**src/rtl/ex_stage_pkg.sv**
```systemverilog
// Shared opcode, result-class, bus and divider-state definitions
// used by the execute stage and its divider.
package ex_stage_pkg;

  typedef logic [7:0]  aluop_bus_t;
  typedef logic [2:0]  alusel_bus_t;
  typedef logic [31:0] reg_bus_t;
  typedef logic [4:0]  reg_addr_bus_t;
  typedef logic [63:0] double_reg_bus_t;

  localparam logic     RST_ENABLE    = 1'b1;
  localparam reg_bus_t ZERO_WORD     = 32'h0;
  localparam logic     WRITE_ENABLE  = 1'b1;
  localparam logic     WRITE_DISABLE = 1'b0;
  localparam logic     STALL_YES     = 1'b1;
  localparam logic     STALL_NO      = 1'b0;

  localparam aluop_bus_t EXE_NOP_OP   = 8'b0000_0000;
  localparam aluop_bus_t EXE_AND_OP   = 8'b0010_0100;
  localparam aluop_bus_t EXE_OR_OP    = 8'b0010_0101;
  localparam aluop_bus_t EXE_XOR_OP   = 8'b0010_0110;
  localparam aluop_bus_t EXE_NOR_OP   = 8'b0010_0111;
  localparam aluop_bus_t EXE_SLL_OP   = 8'b0111_1100;
  localparam aluop_bus_t EXE_SRL_OP   = 8'b0000_0010;
  localparam aluop_bus_t EXE_SRA_OP   = 8'b0000_0011;
  localparam aluop_bus_t EXE_MOVZ_OP  = 8'b0000_1010;
  localparam aluop_bus_t EXE_MOVN_OP  = 8'b0000_1011;
  localparam aluop_bus_t EXE_SLT_OP   = 8'b0010_1010;
  localparam aluop_bus_t EXE_SLTU_OP  = 8'b0010_1011;
  localparam aluop_bus_t EXE_ADD_OP   = 8'b0010_0000;
  localparam aluop_bus_t EXE_ADDU_OP  = 8'b0010_0001;
  localparam aluop_bus_t EXE_SUB_OP   = 8'b0010_0010;
  localparam aluop_bus_t EXE_SUBU_OP  = 8'b0010_0011;
  localparam aluop_bus_t EXE_ADDI_OP  = 8'b0101_0101;
  localparam aluop_bus_t EXE_ADDIU_OP = 8'b0101_0110;
  localparam aluop_bus_t EXE_DIV_OP   = 8'b0001_1010;
  localparam aluop_bus_t EXE_DIVU_OP  = 8'b0001_1011;

  localparam alusel_bus_t EXE_RES_NOP   = 3'b000;
  localparam alusel_bus_t EXE_RES_LOGIC = 3'b001;
  localparam alusel_bus_t EXE_RES_SHIFT = 3'b010;
  localparam alusel_bus_t EXE_RES_MOVE  = 3'b011;
  localparam alusel_bus_t EXE_RES_ARITH = 3'b100;

  typedef enum logic [1:0] {
    DIV_IDLE = 2'b00,
    DIV_BUSY = 2'b01,
    DIV_DONE = 2'b10
  } div_state_e;

endpackage

```
**src/rtl/ex_stage_div_unit.sv**
```systemverilog
// Iterative radix-2 restoring divider: one quotient bit per cycle,
// {hi,lo} = {remainder,quotient}; divide-by-zero finishes in one step.
import ex_stage_pkg::*;

module ex_stage_div_unit #(
  parameter int DIV_CYCLES = 32
) (
  input  logic        clk,
  input  logic        rst,
  input  logic        start,
  input  logic        signed_op,
  input  logic        annul,
  input  logic [31:0] dividend,
  input  logic [31:0] divisor,
  output logic [63:0] result,
  output logic        ready,
  output logic        busy
);

  localparam int CW = $clog2(DIV_CYCLES);
  localparam logic [CW-1:0] LAST = CW'(DIV_CYCLES - 1);

  div_state_e    state, state_nx;
  logic [CW-1:0] cnt;
  logic [31:0]   rem, quo, dsor;
  logic          neg_q, neg_r;
  logic          go, dz;
  logic [32:0]   shifted;
  logic          take;
  logic [31:0]   diff;
  logic [31:0]   q_fix, r_fix;

  assign go      = start && !annul;
  assign dz      = (divisor == 32'h0);
  assign shifted = {rem, quo[31]};
  assign take    = (shifted >= {1'b0, dsor});
  assign diff    = shifted[31:0] - dsor;
  assign q_fix   = neg_q ? -quo : quo;
  assign r_fix   = neg_r ? -rem : rem;
  assign result  = {r_fix, q_fix};

  // FSM state register
  always_ff @(posedge clk) begin
    if (rst) state <= DIV_IDLE;
    else     state <= state_nx;
  end

  // Next state plus busy/ready; a flush overrides everything
  always_comb begin
    state_nx = state;
    busy     = 1'b0;
    ready    = 1'b0;
    unique case (state)
      DIV_IDLE: begin
        if (go) begin
          busy     = 1'b1;
          state_nx = dz ? DIV_DONE : DIV_BUSY;
        end
      end
      DIV_BUSY: begin
        busy = 1'b1;
        if (cnt == LAST) state_nx = DIV_DONE;
      end
      DIV_DONE: begin
        ready    = 1'b1;
        state_nx = DIV_IDLE;
      end
      default: state_nx = DIV_IDLE;
    endcase
    if (annul) begin
      state_nx = DIV_IDLE;
      busy     = 1'b0;
      ready    = 1'b0;
    end
  end

  // Operand latch on start, then one restoring step per busy cycle
  always_ff @(posedge clk) begin
    if (rst) begin
      cnt   <= '0;
      rem   <= '0;
      quo   <= '0;
      dsor  <= '0;
      neg_q <= 1'b0;
      neg_r <= 1'b0;
    end else if (state == DIV_IDLE && go) begin
      cnt   <= '0;
      dsor  <= (signed_op && divisor[31]) ? -divisor : divisor;
      neg_q <= signed_op && !dz && (dividend[31] ^ divisor[31]);
      neg_r <= signed_op && !dz && dividend[31];
      if (dz) begin
        rem <= dividend;
        quo <= '1;
      end else begin
        rem <= '0;
        quo <= (signed_op && dividend[31]) ? -dividend : dividend;
      end
    end else if (state == DIV_BUSY && !annul) begin
      cnt <= cnt + 1'b1;
      rem <= take ? diff : shifted[31:0];
      quo <= {quo[30:0], take};
    end
  end

endmodule

```
**src/rtl/ex_stage.sv**
```systemverilog
// Execute stage: single-cycle ALU plus stalling iterative divider.
// Optional EX_OVERFLOW_TRAP_EN adds signed add/sub overflow trap.
import ex_stage_pkg::*;

module ex_stage #(
  parameter int DIV_CYCLES = 32
) (
  input  logic        clk,
  input  logic        rst,
  input  logic [7:0]  aluop_i,
  input  logic [2:0]  alusel_i,
  input  logic [31:0] reg1_i,
  input  logic [31:0] reg2_i,
  input  logic        wreg_i,
  input  logic [4:0]  wd_i,
  input  logic        annul_i,
  output logic [4:0]  wd_o,
  output logic        wreg_o,
  output logic [31:0] wdata_o,
  output logic        whilo_o,
  output logic [31:0] hi_o,
  output logic [31:0] lo_o,
  output logic        stallreq_o
`ifdef EX_OVERFLOW_TRAP_EN
  ,
  output logic        ovassert_o
`endif
);

  logic [31:0] logic_res, shift_res, arith_res, res;
  logic [31:0] b_eff, sum;
  logic        is_sub, div_start, div_signed;
  logic        div_ready, div_busy, ovf;
  logic [63:0] div_res;

  assign is_sub = (aluop_i == EXE_SUB_OP) || (aluop_i == EXE_SUBU_OP);
  assign b_eff  = is_sub ? ~reg2_i + 32'd1 : reg2_i;
  assign sum    = reg1_i + b_eff;

`ifdef EX_OVERFLOW_TRAP_EN
  assign ovf = ((aluop_i == EXE_ADD_OP) || (aluop_i == EXE_ADDI_OP) ||
                (aluop_i == EXE_SUB_OP)) &&
               (reg1_i[31] == b_eff[31]) && (sum[31] != reg1_i[31]);
  assign ovassert_o = !rst && ovf;
`else
  assign ovf = 1'b0;
`endif

  // Logic ops
  always_comb begin
    logic_res = ZERO_WORD;
    unique case (1'b1)
      (aluop_i == EXE_AND_OP): logic_res = reg1_i & reg2_i;
      (aluop_i == EXE_OR_OP):  logic_res = reg1_i | reg2_i;
      (aluop_i == EXE_XOR_OP): logic_res = reg1_i ^ reg2_i;
      (aluop_i == EXE_NOR_OP): logic_res = ~(reg1_i | reg2_i);
      default:                 logic_res = ZERO_WORD;
    endcase
  end

  // Shifts: reg2 is the value, reg1[4:0] the amount
  always_comb begin
    shift_res = ZERO_WORD;
    unique case (1'b1)
      (aluop_i == EXE_SLL_OP): shift_res = reg2_i << reg1_i[4:0];
      (aluop_i == EXE_SRL_OP): shift_res = reg2_i >> reg1_i[4:0];
      (aluop_i == EXE_SRA_OP):
        shift_res = $signed(reg2_i) >>> reg1_i[4:0];
      default:                 shift_res = ZERO_WORD;
    endcase
  end

  // Add/sub wrap; slt/sltu compare
  always_comb begin
    arith_res = ZERO_WORD;
    unique case (1'b1)
      (aluop_i == EXE_SLT_OP):
        arith_res = {31'h0, $signed(reg1_i) < $signed(reg2_i)};
      (aluop_i == EXE_SLTU_OP):
        arith_res = {31'h0, reg1_i < reg2_i};
      (aluop_i == EXE_ADD_OP),
      (aluop_i == EXE_ADDU_OP),
      (aluop_i == EXE_ADDI_OP),
      (aluop_i == EXE_ADDIU_OP),
      (aluop_i == EXE_SUB_OP),
      (aluop_i == EXE_SUBU_OP): arith_res = sum;
      default:                  arith_res = ZERO_WORD;
    endcase
  end

  // Result class select
  always_comb begin
    res = ZERO_WORD;
    unique case (alusel_i)
      EXE_RES_LOGIC: res = logic_res;
      EXE_RES_SHIFT: res = shift_res;
      EXE_RES_MOVE:  res = reg1_i;
      EXE_RES_ARITH: res = arith_res;
      default:       res = ZERO_WORD;
    endcase
  end

  assign div_start  = (aluop_i == EXE_DIV_OP) || (aluop_i == EXE_DIVU_OP);
  assign div_signed = (aluop_i == EXE_DIV_OP);

  ex_stage_div_unit #(.DIV_CYCLES(DIV_CYCLES)) u_div (
    .clk       (clk),
    .rst       (rst),
    .start     (div_start),
    .signed_op (div_signed),
    .annul     (annul_i),
    .dividend  (reg1_i),
    .divisor   (reg2_i),
    .result    (div_res),
    .ready     (div_ready),
    .busy      (div_busy)
  );

  assign wd_o       = rst ? 5'd0 : wd_i;
  assign wreg_o     = (rst || annul_i || ovf) ? WRITE_DISABLE : wreg_i;
  assign wdata_o    = rst ? ZERO_WORD : res;
  assign whilo_o    = !rst && div_ready;
  assign hi_o       = whilo_o ? div_res[63:32] : ZERO_WORD;
  assign lo_o       = whilo_o ? div_res[31:0] : ZERO_WORD;
  assign stallreq_o = rst ? STALL_NO : div_busy;

endmodule

```
**config.mk**
```make
export PLATFORM = sky130hd
export DESIGN_NAME = ex_stage
export DESIGN_NICKNAME = d
export VERILOG_FILES = /design/src/rtl/ex_stage_pkg.sv /design/src/rtl/ex_stage_div_unit.sv /design/src/rtl/ex_stage.sv
export SDC_FILE = /design/constraint.sdc
export NUM_CORES = 1
export LEC_CHECK = 0
export BUFFER_PORTS_ARGS = -buffer_cell sky130_fd_sc_hd__buf_2
export CAP_MARGIN = 20
export CORE_UTILIZATION = 45
export CTS_CLUSTER_SIZE = 10
export DETAILED_ROUTE_END_ITERATION = 10
export GPL_TIMING_DRIVEN = 0
export PLACE_DENSITY = 0.71
export SLEW_MARGIN = 30
export SYNTH_ARGS = -nofsm -noshare
export SYNTH_HDL_FRONTEND = slang
export SYNTH_HIERARCHICAL = 1
export SYNTH_SLANG_ARGS = --single-unit
export TNS_END_PERCENT = 20
```
**constraint.sdc**
```tcl
create_clock -name clk -period 5.7 [get_ports clk]
set_clock_uncertainty 0.2 [all_clocks]
set_input_delay 1.14 -clock clk [delete_from_list [all_inputs] [get_ports clk]]
set_output_delay 1.14 -clock clk [all_outputs]
set_load 0.01 [all_outputs]
```
* Word-level counts from Yosys, hierarchy flattened *
Cells that the tools add are included.

cells by class
  add/sub/neg operators = 8
  magnitude comparators = 3
  eq/ne operators = 26
  shift-type cells = 3
  muxes and demuxes = 31
  bitwise operators = 6
  reductions and logical operators = 22

operators with widths
  operator               count
  $mux 32                15
  $pmux 32 s4            2
  $pmux 32 s3            2
  $neg 32->32            4
  $eq 8x6->1 const B     10
  $lt 32x32->1           2
  $not 32->32            2
  $ge 33x32->1           1
  $add 32x1->32 const B  1
  $add 32x32->32         1
  $and 32x32->32         1
  $logic_not 32->1       1
  $or 32x32->32          1
  $shl 32x5->32          1
  $shr 32x5->32          1
  $sshr 32x5->32         1
  $sub 32x32->32         1
  $xor 32x32->32         1
  $eq 8x7->1 const B     3
  $eq 8x2->1 const B     2
  $eq 8x5->1 const B     2
  $logic_and 1x1->1      9
  $eq 3x2->1 const B     2
  $mux 1                 6
  other kinds (19)       27

word-level totals
  register bits = 105
  bits of input ports = 84
  output and inout port bits = 104

* Logic depth before layout (Yosys ltp) *
  depth after elaboration = 7
  mapped depth = 18

* Cells and area by module *
The synthesis kept the hierarchy.

by module, submodules not included
  module             instances  cells each  area each (um^2)  sequential area each (um^2)
  ex_stage           1          1328        9714.3            0.0
  ex_stage_div_unit  1          1177        8819.7            2102.0

* Worst setup path before layout *
No wires, ideal clock.

  path type = input -> output
  start point = input aluop_i[4]
  end point = output wdata_o[30]
  data arrival time = 4.818 ns
  setup slack = -0.458 ns
  stages on the path = 14
  cells stage by stage = or4b_1 buf_4 nor4_2 clkbuf_1 o21ai_0 fa_1 a21o_1 a311o_1 a211oi_1 a211oi_1 a21oi_1 and2_1 o31ai_1 a21oi_1

between the ends
  cells in the longest elaborated chain, start to end = 7
  elaborated cells on any way between the ends = 24
  classes of those cells = add/sub: 1; eq/ne: 15; mux: 6; reduce/logical: 2

ends and longest elaborated chain
  item                           line                                            RTL
  start, declared                ex_stage.sv:10                                  input logic [7:0] aluop_i,
  $eq 8x6->1 (on tied branches)  ex_stage.sv:36, ex_stage.sv:85, ex_stage.sv:86
  $logic_or 1x1->1               ex_stage.sv:36                                  assign is_sub = (aluop_i == EXE_SUB_OP) || (aluop_i == EXE_SUBU_OP);
  $mux 32                        ex_stage.sv:37                                  assign b_eff = is_sub ? ~reg2_i + 32'd1 : reg2_i;
  $add 32x32->32                 ex_stage.sv:38                                  assign sum = reg1_i + b_eff;
  $pmux 32 s3                    ex_stage.sv:76                                  unique case (1'b1)
  $pmux 32 s4 *                  ex_stage.sv:94                                  unique case (alusel_i)
  $mux 32 *                      ex_stage.sv:121                                 assign wdata_o = rst ? ZERO_WORD : res;
  end, declared                  ex_stage.sv:19                                  output logic [31:0] wdata_o,

Every way passes the cells marked *; elsewhere a longest branch is shown, timed or not.

* Worst setup path after layout *
  start point = input reg2_i[9]
  end point = output wdata_o[23]

between the ends
  cells in the longest elaborated chain, start to end = 7
  elaborated cells on any way between the ends = 11
  classes of those cells = add/sub: 2; shift: 3; mux: 5; bitwise: 1

ends and longest elaborated chain
  item             line             RTL
  start, declared  ex_stage.sv:13   input logic [31:0] reg2_i,
  $not 32->32      ex_stage.sv:37
  $add 32x1->32    ex_stage.sv:37
  $mux 32          ex_stage.sv:37
  $add 32x32->32   ex_stage.sv:38
  $pmux 32 s3      ex_stage.sv:76
  $pmux 32 s4 *    ex_stage.sv:94
  $mux 32 *        ex_stage.sv:121

Marks and branches as above.

==> impl_metrics.yaml <==
cells_and_area:
  fin_nets: 3011
  regArea_sq_um: 2100
  multi_input_area_sq_um: 16000
  drive_gt1_share_pct: 20.0
  final_cell_mix: "nand2_1 (233), nor2_1 (212), buf_2 (204)"
  syn_to_final_growth_pct: 18.1
  layout_commonest_cell: "nand2_1"
  finalNonFillerCells: 3289
  nFillCells: 3898
place:
  placedCellCount: 3217
  gp_congestion: 1.08
  post-place-ws_ps: -1470
  dp_hpwl_mm: 76.5
  port_buffers: 186
worst_setup_path:
  start_kind: "primary input"
  critical-path-max-stage-delay_ps: 550
  arrival_ps: 5220
  rr_startpoint: "u_div/rem[12]$_SDFFE_PP0P_"
  end_kind: "output pin"
  slowest_stage: "or4_4"
  required_ps: 4360
  critical_path_class: "primary input to output pin"
  path_max_fanout: 5
  cp_top_family: "simple AND/OR/NAND/NOR gates"
  path_cells: "buf_12, or4_4, or3_4, nor3_4, nand2_2, buf_6, o31ai_4, xnor2_1, ha_1, a21oi_2, inv_2, o31ai_4, nand2_2, o41ai_4, buf_4, xor2_4, o22ai_1, buf_2"
  r2r_slack_ps: 1590
  critical_path_buf_inv_count: 5
  startpoint: "reg2_i[9]"
synthesis:
  yosys-top-cells-area: "ha_1 (12%), dfxtp_1 (11%), mux4_2 (8.1%)"
  ys.flop_type: "dfxtp_1"
  yosysTopAreaCell: "ha_1"
  ys_types: 98
  ys.warnings.count: 6
  syn_area_per_cell_sq_um: 7.40
  netlist_instances: 2505
  syn_area_sq_um: 18500
  syn_nets: 2763
  synth-edff-count: 0
  synth.ff_latch_count: 105
  ys_seq_area_share_pct: 11.3
  synth_top_area_share_pct: 11.6
  async_flop_share_pct: 0
grt:
  grt_overflow: 0
  grt_max_degree: 22
  grt_pass1_wl_mm: 143
  grt_pass1_vias: 21043
  track_usage_pct: 46.9
  grt_antenna_before_repair: 6
pwr:
  powerDensity_nw_per_um2: 125
  finalPower_w: 0.00275
  power.leakage_nw: 9.03
  irDropWorstVdd_v: 0.000122
clock_network:
  clock_path_buffers: 2
  clk_pin_slew_ps: 80
  insertion_delay_ps: 390
  cts.sinks: 105
  cts_tree: "done"
  cts-root-buf: "clkbuf_16"
  cts_buffers: 9
  htreeDepth: 3
drt:
  vias: 22817
  wl_per_cell_um: 30.7
  ant_nets: 0
  viasPerCell: 6.94
  routed_wirelength_mm: 101
  drtIter0Drc: 3332
  drc_errors: 0
  firstDrtPassIters: 10
flow_run:
  maxCapViolCount: 0
sta:
  fin_ws_ps: -863
  max_freq_mhz: 152
  setup_tns_ps: -17240
  final_max_slew_viol_count: 0
  worst_slew_margin_rel_pct: 32.6
  period_minus_slack_ps: 6560
  setup_viol: 31
  min_period_over_period_pct: 115
  rsz0062_at_grt: "true"
  max_slew.worst_pin.slew_ps: 1000
  hold_violations: 0
floorplanning:
  dieArea_sq_um: 42000
  die_h_um: 205
  initial_core_util_pct: 46.1
  fp.coreArea_sq_um: 40200
  pin_count: 188
  num_rows: 73
  dieWidth_um: 205
outcome:
  violations: "setup timing"
  status: "finished with violations"
hold_path:
  hold_start: "u_div/dsor[20]$_SDFFE_PP0P_"
  hold_path_class: "flip-flop to flip-flop"
path summary, 6_finish.rpt:
| check | to | cells after the start |
|---|---|---|
| max | wdata_o[23] | 18 |
| min | u_div/dsor[20]$_SDFFE_PP0P_ | 2 |
| max reg2reg | u_div/rem[8]$_SDFFE_PP0P_ | 11 |
| min reg2reg | u_div/dsor[20]$_SDFFE_PP0P_ | 2 |
worst reg2reg max path, cell delays in order, from the launching register on:
cell       delay [ps]
dfxtp_1           500
ha_1              290
clkbuf_1          210
and4_1            270
o2bb2ai_1         140
o41ai_1           600
or2_1             240
nand2_1           150
o221ai_1          470
clkbuf_1          580
o221ai_1          240
o21ai_1           140
flip-flops by register name, summed over array words and instances, names as in the netlist:
| name | flops |
|---|---|
| u_div/cnt | 5 |
| u_div/dsor | 32 |
| u_div/neg_q | 1 |
| u_div/neg_r | 1 |
| u_div/quo | 32 |
| u_div/rem | 32 |
| u_div/state | 2 |
area by class of cell:
type,count,area share (%)
multi-input combinational,2074,73.0
sequential,105,9.60
tap,525,3.00
clock buffer,9,1.03
timing repair buffer,243,6.59
clock inverter,7,0.383
buffer,184,4.00
inverter,136,2.33
antenna,6,0.0686
synthesized netlist by cell type, drive strengths merged (7+ instances only):
library cell and number:
nand2 239, nor2 221, a21oi 189, o21ai 178, ha 172, clkbuf 140, inv 134, xnor2 131
dfxtp 105, xor2 74, and2 73, mux4 67, nor3 53, a221oi 52, a211oi 51, buf 50
o221ai 49, nand3 43, a21o 34, a31oi 34, o31ai 32, mux2i 31, nor4 28, o21bai 22
or3 22, nand2b 21, nor2b 19, or4 19, nand4 18, o41ai 18, or2 17, a221o 16
o22ai 15, o211ai 13, a22oi 12, and3 12, o21a 11, a222oi 7
power breakdown:
part | switching, W | internal, W
combinational | 0.000888 | 0.000461
sequential | 0.00000465 | 0.000736
clock | 0.000345 | 0.000314
per-layer routing:
metal	up-vias	track usage [%]	share of wire, %
li1	9752	-	-
met2	1809	69.7	42
met5	-	0	0.028
met1	10787	57.0	37
met3	465	13.3	12
met4	4	36.0	9.1
cell families (layout without fill, tap and decap cells):
kind of cell | Yosys count | in the layout | synth area share (%)
and+or+nand+nor | 811 | 811 | 21.7
DFF | 105 | 105 | 11.3
other | 0 | 6 | 0
xor gates and xnor gates | 205 | 205 | 9.73
buffers and inverters | 326 | 579 | 7.22
adders and majority gates | 174 | 174 | 11.8
AOI/OAI and AO/OA | 781 | 781 | 28.1
muxes | 103 | 103 | 10.1
per-stage QoR:
stage                     utilization (%)  cell area [sq um]  hold WS [ps]
after floorplan                         -              18700           232
after global placement               50.5              20300           243
after detailed placement             50.5              20300           252
after CTS                            53.2              21400           263
after global routing                 54.4              21900           281
final                                54.5              21900           265
timing repair:
item | CTS | global route
hold buffers | 0 | 0
setup endpoints to repair | 32 | 33
pin swaps | 68 | 41
setup buffers | 46 | 11
gates resized for setup | 86 | 108
Note: power is estimated with default switching activity, not from simulation.
